### config.mk
export PLATFORM = sky130hd
export DESIGN_NAME = fetch_unit
export DESIGN_NICKNAME = d
export VERILOG_FILES = /design/src/rtl/fetch_unit.sv
export SDC_FILE = /design/constraint.sdc
export NUM_CORES = 1
export LEC_CHECK = 0
export ABC_CLOCK_PERIOD_IN_PS = 20100
export CAP_MARGIN = 20
export CORE_ASPECT_RATIO = 0.5
export CORE_MARGIN = 2
export CORE_UTILIZATION = 59
export DETAILED_ROUTE_END_ITERATION = 6
export PLACE_DENSITY = 0.9
export SYNTH_ARGS = -nofsm -noshare
export SYNTH_HDL_FRONTEND = slang
export SYNTH_SLANG_ARGS = --single-unit
### constraint.sdc
create_clock -name clk -period 20.1 [get_ports clk]
set_input_delay 5.025 -clock clk [delete_from_list [all_inputs] [get_ports clk]]
set_output_delay 5.025 -clock clk [all_outputs]
set_load 0.01 [all_outputs]
### src/rtl/fetch_unit.sv
`default_nettype none
// ============================================================================
// Module   : fetch_unit
// Purpose  : Multi-wide front-end fetch stage. Owns the PC, keeps up to
//            MAX_INFLIGHT I-cache group requests outstanding, buffers returned
//            instructions in a per-instruction queue and hands up to
//            FETCH_WIDTH of them per cycle to the decoder.
// Revision : 1.0 - initial release
// ============================================================================
module fetch_unit #(
    parameter int                FETCH_WIDTH  = 2,
    parameter int                IQ_DEPTH     = 8,
    parameter int                MAX_INFLIGHT = 2,
    parameter int                ADDR_W       = 32,
    parameter logic [ADDR_W-1:0] RESET_PC     = '0
) (
    input  logic                          clk,
    input  logic                          rst_n,
    input  logic                          redirect_val,
    input  logic [ADDR_W-1:0]             redirect_pc,
    output logic                          icache_req_val,
    input  logic                          icache_req_rdy,
    output logic [ADDR_W-1:0]             icache_req_addr,
    input  logic                          icache_resp_val,
    input  logic [FETCH_WIDTH*32-1:0]     icache_resp_data,
    input  logic                          dec_rdy,
    output logic [FETCH_WIDTH-1:0]        dec_val,
    output logic [FETCH_WIDTH*32-1:0]     dec_inst,
    output logic [FETCH_WIDTH*ADDR_W-1:0] dec_pc
);

    localparam int c_grp_bytes = FETCH_WIDTH * 4;
    localparam int c_off_w     = (FETCH_WIDTH > 1) ? $clog2(FETCH_WIDTH) : 1;
    localparam int c_ptr_w     = $clog2(IQ_DEPTH);
    localparam int c_cnt_w     = c_ptr_w + 1;
    localparam int c_inf_w     = $clog2(MAX_INFLIGHT + 1);
    localparam int c_ofp_w     = (MAX_INFLIGHT > 1) ? $clog2(MAX_INFLIGHT) : 1;

    localparam logic [ADDR_W-1:0]  c_align_mask = ~ADDR_W'(c_grp_bytes - 1);
    localparam logic [c_off_w-1:0] c_off_mask   = c_off_w'(FETCH_WIDTH - 1);
    localparam logic [c_off_w-1:0] c_reset_off  = c_off_w'(RESET_PC >> 2) & c_off_mask;
    localparam logic [c_cnt_w-1:0] c_fw_cnt     = c_cnt_w'(FETCH_WIDTH);

    logic [ADDR_W-1:0]  r_pc;
    logic [c_off_w-1:0] r_start_off;
    logic [c_inf_w-1:0] r_inflight;
    logic [c_inf_w-1:0] r_drop;

    logic [ADDR_W-1:0]  r_of_pc  [MAX_INFLIGHT];
    logic [c_off_w-1:0] r_of_off [MAX_INFLIGHT];
    logic [c_ofp_w-1:0] r_of_rd;
    logic [c_ofp_w-1:0] r_of_wr;

    logic [31:0]        r_iq_inst [IQ_DEPTH];
    logic [ADDR_W-1:0]  r_iq_pc   [IQ_DEPTH];
    logic [c_ptr_w-1:0] r_head;
    logic [c_ptr_w-1:0] r_tail;
    logic [c_cnt_w-1:0] r_count;

    logic               w_credit_ok;
    logic               w_req_val;
    logic               w_req_fire;
    logic               w_resp;
    logic               w_enq;
    logic               w_deq;
    logic [c_off_w-1:0] w_resp_off;
    logic [ADDR_W-1:0]  w_resp_pc;
    logic [c_off_w-1:0] w_redir_off;
    logic [c_cnt_w-1:0] w_enq_n;
    logic [c_cnt_w-1:0] w_deq_n;
    logic [c_ofp_w-1:0] w_of_rd_nxt;
    logic [c_ofp_w-1:0] w_of_wr_nxt;
    logic [c_ptr_w-1:0] w_wr_idx [FETCH_WIDTH];
    logic [FETCH_WIDTH-1:0] w_wr_en;

    // Every outstanding request reserves a full group of queue space, so any
    // response that comes back is guaranteed to fit.
    assign w_credit_ok = (32'(r_count) + 32'(FETCH_WIDTH) * 32'(r_inflight) + 32'(FETCH_WIDTH))
                         <= 32'(IQ_DEPTH);
    assign w_req_val   = rst_n && !redirect_val && (r_inflight < c_inf_w'(MAX_INFLIGHT)) && w_credit_ok;
    assign w_req_fire  = w_req_val && icache_req_rdy;

    assign icache_req_val  = w_req_val;
    assign icache_req_addr = r_pc;

    assign w_resp      = icache_resp_val && (r_inflight != '0);
    assign w_resp_off  = r_of_off[r_of_rd];
    assign w_resp_pc   = r_of_pc[r_of_rd];
    assign w_enq       = w_resp && (r_drop == '0) && !redirect_val;
    assign w_enq_n     = c_fw_cnt - c_cnt_w'(w_resp_off);
    assign w_deq_n     = (r_count < c_fw_cnt) ? r_count : c_fw_cnt;
    assign w_deq       = dec_rdy && !redirect_val;
    assign w_redir_off = c_off_w'(redirect_pc >> 2) & c_off_mask;

    assign w_of_rd_nxt = (r_of_rd == c_ofp_w'(MAX_INFLIGHT - 1)) ? '0 : r_of_rd + c_ofp_w'(1);
    assign w_of_wr_nxt = (r_of_wr == c_ofp_w'(MAX_INFLIGHT - 1)) ? '0 : r_of_wr + c_ofp_w'(1);

    generate
        for (genvar k = 0; k < FETCH_WIDTH; k++) begin : g_slot
            // Slot k of a group lands (k - start offset) entries past the tail.
            assign w_wr_idx[k] = r_tail + c_ptr_w'(k) - c_ptr_w'(w_resp_off);
            assign w_wr_en[k]  = w_enq && (c_off_w'(k) >= w_resp_off);

            assign dec_val[k]                   = !redirect_val && (c_cnt_w'(k) < r_count);
            assign dec_inst[32*k +: 32]         = r_iq_inst[r_head + c_ptr_w'(k)];
            assign dec_pc[ADDR_W*k +: ADDR_W]   = r_iq_pc[r_head + c_ptr_w'(k)];
        end
    endgenerate

    // Data storage carries no reset; validity is tracked by count and pointers.
    always_ff @(posedge clk) begin
        for (int k = 0; k < FETCH_WIDTH; k++) begin
            if (w_wr_en[k]) begin
                r_iq_inst[w_wr_idx[k]] <= icache_resp_data[32*k +: 32];
                r_iq_pc[w_wr_idx[k]]   <= w_resp_pc + ADDR_W'(4 * k);
            end
        end
        if (w_req_fire) begin
            r_of_pc[r_of_wr]  <= r_pc;
            r_of_off[r_of_wr] <= r_start_off;
        end
    end

    always_ff @(posedge clk or negedge rst_n) begin
        if (!rst_n) begin
            r_pc        <= RESET_PC & c_align_mask;
            r_start_off <= c_reset_off;
            r_inflight  <= '0;
            r_drop      <= '0;
            r_of_rd     <= '0;
            r_of_wr     <= '0;
            r_head      <= '0;
            r_tail      <= '0;
            r_count     <= '0;
        end else begin
            if (redirect_val) begin
                r_pc        <= redirect_pc & c_align_mask;
                r_start_off <= w_redir_off;
            end else if (w_req_fire) begin
                r_pc        <= r_pc + ADDR_W'(c_grp_bytes);
                r_start_off <= '0;
            end

            if (w_req_fire) begin
                r_of_wr <= w_of_wr_nxt;
            end
            if (w_resp) begin
                r_of_rd <= w_of_rd_nxt;
            end
            r_inflight <= r_inflight + c_inf_w'(w_req_fire) - c_inf_w'(w_resp);

            // No request issues during a redirect, so what remains outstanding
            // is the current count less any response consumed right now.
            if (redirect_val) begin
                r_drop <= r_inflight - c_inf_w'(w_resp);
            end else if (w_resp && (r_drop != '0)) begin
                r_drop <= r_drop - c_inf_w'(1);
            end

            if (redirect_val) begin
                r_count <= '0;
                r_head  <= '0;
                r_tail  <= '0;
            end else begin
                r_count <= r_count + (w_enq ? w_enq_n : '0) - (w_deq ? w_deq_n : '0);
                if (w_enq) begin
                    r_tail <= r_tail + c_ptr_w'(w_enq_n);
                end
                if (w_deq) begin
                    r_head <= r_head + c_ptr_w'(w_deq_n);
                end
            end
        end
    end

endmodule
`default_nettype wire

==> results summary, run 1 <==
The flow ran to the end, and the final reports show no timing, DRC or antenna violations. The setup violation total in the final timing report came out at 0. The proportion of power drawn by flip-flops and latches came out at 42.7%. The clock network is responsible for 27.6% of the overall power. The maximum count of clock buffers along a single path is 3.

The type of origin of the critical path is an input pin. The number of cells produced by synthesis is 1902. Clock tree synthesis found a total of 602 sinks. The area of all placed cells without fillers came out at 37800 um^2. The count of filler cells inserted in the layout came out at 3238.

The vertical extent of the die is 171 um. The via count of the first global-routing pass came out at 20500. Setup repair after global routing left no endpoint under its margin.

The final clock skew is 0.0224 ns. The routing layer with the top usage in global route is met2. The mean number of vias per cell came out at 6.78. The number of pins exceeding their max-slew limit in the final report came out at 0.

The detail route stage leaves a number of antenna-violating nets equal to 0. The transition at the pin with the smallest max-transition slack is 1.09 ns. The average instance in the mapped netlist occupies 17.2 um^2. The met3 layer usage reported by global route came out at 4.28%. The shortest clock period the worst path allows after layout is 11.80 ns. The Yosys step of the flow raised 0 warnings. The distinct cell type count of the synthesized netlist came out at 54. The analysis attributes to cell leakage a power of 0.0121 uW. For this design, the slowest cell found on the critical path is buf_4. The first-pass GRT wire length is 123000 um. The routed length per placed instance is 28.2 um. At the end of the flow the core is filled with cells to 69.6%.

The first-pass iteration count of the detailed router came out at 5. The net count of the finished layout is 2243. The clock slew at the register clock pins of the worst setup and hold paths came out at 0.07 ns. The proportion of power drawn by combinational gates is 29.6%. The total vias in the final route is 19700.

The most used flip-flop cell after synthesis is edfxtp_1. After synthesis the cells add up to 32700 um^2. The boundary pin count came out at 265. Net switching is 28.2% of the power. The standard-cell row count is 60. The number of setup buffers added after CTS is 0. The number of antenna violations at the first check in global routing came out at 7. The met2 usage in global routing came out at 50.2%. Input and output buffers added on the ports amount to 255. Wires add up to 82100 um. For this run, the total global-route usage over all layers was measured as 28.6%.

The growth of design area from synthesis to finish is 15.3%. The number of max-capacitance violations reported came out at 0. The share of cells above drive strength 1 is 45.7%. The maximum cell stage delay along the critical path is 0.56 ns. The post-synthesis sequential element count is 602. The met1 track utilization from global routing came out at 36.0%. The area of the die came out at 57500 um^2. For this run, design rule violations remaining after detail routing come to 0. By area the synthesized netlist is led by edfxtp_1 (51%), mux2_2 (20%), mux4_2 (17%). In this run the power spent charging and discharging nets is 1030 uW.

The internal power contribution came out at 2610 uW. The worst setup path is captured at a primary output. The CTS H-tree depth is 2. The post-cts hold buffer count is 0.

CTS placed an instance of clkbuf_16 at the clock tree root. In the synthesized netlist the async set-or-reset flop fraction comes to 7.64%. The maximum number of pins on one net before global-route repair came out at 161. Data on the critical path arrives at its endpoint at 6.78 ns. The total overflow reported by the global router is 0. The headroom to the max-slew limit is 27.1%. The leading area contributor after synthesis is edfxtp_1. The count of instances resized after the clock tree is built came out at 0. After synthesis, the largest area contributor takes up 51.0% of total cell area. The sequential-to-total area share from yosys stat came out at 54.5%. Of all nets on the critical path, the largest fanout is 47.

Walking the worst path, the cells encountered are buf_2 -> buf_4 -> nor4b_2 -> o21a_1 -> clkdlybuf4s50_1. The power density normalized to cell area is 96.4 nW/um^2. The core area came out at 54300 um^2. The detailed-placement wirelength estimate is 46300 um.

The total negative setup slack is 0 ns. The total power came out at 3640 uW. IR analysis of the VDD net gives a maximum drop of 0.0000655 V.

Of the available clock period, the critical path in the final layout requires 58.7%. The later-pin clock latency in the skew report came out at 0.60 ns. The area after detailed placement is 36000 um^2. The type of the most critical hold path is register to register. The TritonCTS buffer count came out at 54. The start-to-end type of the worst setup path is input pin to primary output. The global placement routability congestion came out at 0.793.

The number of synthesized flops with an enable pin is 556. The highest clock frequency the design can meet came out at 84.7 MHz. The number of hold-slack violations in the final timing report came to 0. The CTS tree is built. The width of the die came out at 337 um. The data required time of the worst path is 15.07 ns.

The initial utilization of the core area, before any placement, comes to 60.3%. The violation count after the first detailed-routing iteration came out at 2224.
## layout by cell type (no fill, tap or decap), types with 5 or more instances in the layout
master / n
clkbuf_8: 7
mux4_2: 248
inv_1: 31
nor3_1: 7
nand3_1: 20
nor2_1: 33
mux2i_1: 6
a21oi_1: 8
clkbuf_1: 14
dfrtp_1: 42
clkbuf_16: 54
or3_1: 9
mux2_2: 591
a31oi_1: 5
o21ai_0: 26
nor2b_1: 10
and3_1: 7
fa_1: 5
diode_2: 7
o311ai_0: 10
clkdlybuf4s50_1: 253
nand4_1: 9
conb_1: 7
clkinv_2: 9
ha_1: 19
clkinv_1: 6
nor2_4: 5
edfxtp_1: 556
buf_4: 36
o211ai_1: 5
nand2_1: 45
xnor2_1: 10
## metrics by stage
step / hold WS, ns / worst slack, ns / instances
floorplan: 0.442 / 9.11 / 1908
global placement: 0.486 / 8.25 / 2803
detailed placement: 0.500 / 8.23 / 2803
CTS: 0.514 / 8.24 / 2900
global route: 0.517 / 8.14 / 2908
finish: 0.520 / 8.30 / 2908
## layer usage
metal | wire length, um | up-vias
met5 | 0 | -
met4 | 3230 | 0
met3 | 6220 | 207
met2 | 42700 | 1033
met1 | 30000 | 10300
li1 | - | 8224
## cells by family after synthesis
logic type / after synthesis / synth area share, %
buf+inv: 173 / 2.38
mux: 845 / 37.6
compound gates: 78 / 1.55
fa+ha+maj: 25 / 1.07
flops: 602 / 54.5
other cells: 1 / 0.0115
simple gates: 164 / 2.56
xor+xnor: 14 / 0.374
## final timing paths
kind | from | end | slack, ns | depth (start not counted)
hold reg to reg | r_start_off$_DFFE_PN0P_ | r_of_off[1]$_DFFE_PP_ | 0.52 | 0
min in group asynchronous | rst_n | r_count[1]$_DFF_PN0_ | 4.56 | 2
setup reg to reg | r_of_rd$_DFFE_PN0N_ | r_iq_pc[5][25]$_DFFE_PP_ | 15.25 | 7
setup / recovery | rst_n | icache_req_val | 8.30 | 5
hold / removal | r_start_off$_DFFE_PN0P_ | r_of_off[1]$_DFFE_PP_ | 0.52 | 0
max in group asynchronous | rst_n | r_of_rd$_DFFE_PN0N_ | 14.97 | 2
## state kept, by name (all words and copies together), names as in the netlist
name,count
r_head,3
r_start_off,1
r_of_off,2
r_inflight,2
r_iq_pc,240
r_of_rd,1
r_of_wr,1
r_tail,3
r_of_pc,58
icache_req_addr,29
r_drop,2
r_count,4
r_iq_inst,256
## Yosys cell counts, drive strengths merged (6+ instances only)
master  instances
dfrtp          46
nand4          10
a21oi           8
nor2b          10
o21ai          30
ha             20
edfxtp        556
nor3            7
and3            7
nor2           38
buf            84
o211ai          6
nand2          49
or3             9
xnor2          10
mux2i           6
o311ai         10
mux4          248
inv            32
clkbuf         57
nand3          21
mux2          591
## worst max-delay path, delay by kind of cell
kind	cells	cell delay (ns)
compound gates	1	0.20
buf+inv	3	1.18
simple gates	1	0.36
## power by group through the flow
stage          clock network (uW)  registers [uW]  logic, uW
3_5_place_dp                    0            1580       1070
3_3_place_gp                    0            1570       1040
5_1_grt                      1060            1560       1140
4_1_cts                      1010            1550       1080
2_1_floorplan                   0            1530        733
6_report                     1010            1560       1080
## area by class of cell
type | count | area (um^2) | share of cell area [%]
flip-flops and latches | 602 | 17900 | 47.3
multi-input cells | 1133 | 14300 | 37.9
repair buffers | 293 | 2850 | 7.55
clock buffers | 75 | 1500 | 3.97
well taps | 744 | 931 | 2.47
clock inverters | 22 | 178 | 0.471
inverters | 32 | 120 | 0.318
diodes | 7 | 17.5 | 0.0464
No activity file was read; power rests on OpenSTA's default activity.
==> run 2: changes to the inputs <==
- ABC_CLOCK_PERIOD_IN_PS: 20100 -> 10000
- CORE_UTILIZATION: 59 -> 53
- PLACE_DENSITY: 0.9 -> 0.86
- clock period: 20.1 -> 10 ns (I/O delays scaled with it)
==> run 2 against run 1 <==
Effect of this change: sequential share of layout area shrank 0.16 points; critical path depth is the same; clock skew shrank 0.0046 ns; largest power group unchanged; critical path type is now register to primary output; cell count grew 3.2%; register-to-register slack lost 9.9 ns; combinational power grew 97%; via count shrank 3.1%; critical endpoint is now dec_inst[13]; non-clock buffer count grew 5.
==> results summary, run 2 (synthesis results as in run 1) <==
The count of instances resized after the clock tree is built came out at 0. The floorplan step set the die height to 180 um. The violation count after the first detailed-routing iteration came out at 1837. The combined global-route utilization of all metal layers came out at 24.9%. The worst path needs 7.11 ns of the cycle, external delays included. The area of the die is 63900 um^2. Setup violations remaining at the end of the flow were counted as 0. The TritonCTS buffer count is 55. The headroom to the max-slew limit came out at 22.5%. The highest clock frequency the design can meet came out at 141 MHz.

The first-pass iteration count of the detailed router came out at 5. TritonCTS built the clock tree. The maximum number of pins on one net before global-route repair is 88. The total power came out at 7300 uW. The number of nets in the finished design is 2249. Walking the worst path, the cells encountered are buf_4 -> buf_4 -> mux4_2 -> mux2_2 -> clkdlybuf4s50_1. After clock tree synthesis, the clock-pin slew on the worst setup and hold paths is 0.07 ns. For the final routed database, the setup TNS stands at 0 ns. The transition at the pin with the smallest max-transition slack came out at 1.16 ns. Of the available clock period, the critical path in the final layout requires 71.1%.

Data on the critical path is required at its endpoint by 7.50 ns. The total overflow reported by the global router came out at 0. After detailed routing, the number of remaining DRC violations is 0. The growth of design area from synthesis to finish came out at 15.7%. The static leakage power came out at 0.0121 uW. The library cell used as clock root buffer is clkbuf_16. The data arrival time of the critical path is 4.61 ns. The detailed-placement wirelength estimate came out at 46800 um. The filler-free cell count of the finished design is 3001. The routed length per placed instance is 26.9 um. For this run, the slowest stage of the critical path takes 0.93 ns.

The worst-case hold slack is 0.531 ns. On the critical path the largest part of the delay comes from buffers and inverters. The width of the die is 356 um. The worst setup path is of the register to primary output kind. The number of antenna violations at the first check in global routing is 9. The number of hold-slack violations in the final timing report came out at 0.

The library cell used most frequently in the layout, excluding fill and tap cells, is mux2_2. The post-placement cell count is 2889. The later-pin clock latency in the skew report is 0.60 ns. Power spread over the standard cell area amounts to 193 nW/um^2.

The number of pins exceeding their max-slew limit in the final report is 0. The clock sink count came out at 602. The run finished with clean final reports.

The critical-path cell with the highest stage delay is buf_4. The via count of the first global-routing pass was 20100. The maximum count of clock buffers along a single path is 3. The number of nets with antenna violations after detailed routing came out at 0.

The count of buffering cells on the critical path with inverters included is 3. The total vias in the final route came out at 19100. STA classifies the critical path startpoint as a register. The share of cells above drive strength 1 is 45.7%. STA classifies the critical path endpoint as a primary output. The final clock skew is 0.0178 ns. The utilization after layout came out at 62.0%.

The port buffer count came out at 255. The first global-routing pass estimated 121000 um of wire. Routability-driven placement finished with a final weighted congestion of 0.794. The library cells used most frequently in the layout, excluding fill and tap cells, are mux2_2 (591), edfxtp_1 (556), clkdlybuf4s50_1 (253). The effective utilization at floorplan came out at 53.6%. The mean number of vias per cell came out at 6.37.

The maximum resistive drop on vdd came out at 0.000149 V. 265 I/O pins were placed. The post-cts hold buffer count is 0.

The standard-cell row count is 64. The overall routed net length is 80600 um. The number of setup buffers added after CTS came out at 0.

The number of flip-flops under the largest register name came out at 256. Max-cap violations in this run came to 0. The biggest fanout along the worst timing path is 68. The core area came out at 61100 um^2. The cell that appears most often on the critical path is buf_4. Setup repair after global routing left no endpoint under its margin. The type of the most critical hold path is register to register. In this run the number of H-tree levels came out at 2.
-- run 2: stage by stage --
step	setup WS [ns]	area, um^2
5_1_grt	2.65	37900
4_1_cts	2.83	37800
6_report	2.89	37900
2_1_floorplan	1.88	32800
3_5_place_dp	3.23	36200
3_3_place_gp	3.24	36200
-- run 2: path summary, 6_finish.rpt --
| kind | from | to | slack, ns | cells after the start |
|---|---|---|---|---|
| worst max-delay path | r_head[0]$_DFFE_PN0P_ | dec_inst[13] | 2.89 | 5 |
| worst min-delay path | r_start_off$_DFFE_PN0P_ | r_of_off[1]$_DFFE_PP_ | 0.53 | 0 |
| worst max register to register | r_of_rd$_DFFE_PN0N_ | r_iq_pc[7][16]$_DFFE_PP_ | 5.31 | 8 |
| worst min register to register | r_start_off$_DFFE_PN0P_ | r_of_off[1]$_DFFE_PP_ | 0.53 | 0 |
| max in group asynchronous | rst_n | r_of_rd$_DFFE_PN0N_ | 7.44 | 2 |
| min in group asynchronous | rst_n | r_head[1]$_DFFE_PN0P_ | 2.03 | 2 |
-- run 2: where the power goes --
part / internal (uW) / switching (uW) / total, uW / leakage (uW)
combinational: 1200 / 925 / 2130 / 0.00569
clock: 1070 / 940 / 2020 / 0.000818
sequential: 2950 / 202 / 3160 / 0.00557
-- run 2: layout make-up --
class	instances	area (um^2)
clock buffer	67	1440
fill	4123	23200
multi-input combinational	1133	14300
timing repair buffer	298	2890
antenna	9	22.5
sequential	602	17900
tap	825	1030
inverter	32	120
clock inverter	35	223
-- run 2: worst reg2reg max path, cell delays in order (launching register included) --
cell and delay, ns:
dfrtp_4 1.20, mux2i_1 0.52, inv_1 0.22, ha_1 0.24, ha_1 0.21, xor2_1 0.44, nand2_1 0.25, o22ai_4 0.51
buf_4 0.69
-- run 2: metal layers --
| layer | vias to the layer above | routed length [um] | GRT usage [%] |
|---|---|---|---|
| li1 | 8238 | - | - |
| met1 | 9847 | 30100 | 31.4 |
| met2 | 825 | 41700 | 43.2 |
| met3 | 195 | 5390 | 3.51 |
| met4 | 0 | 3420 | 10.7 |
| met5 | - | 0 | 0 |
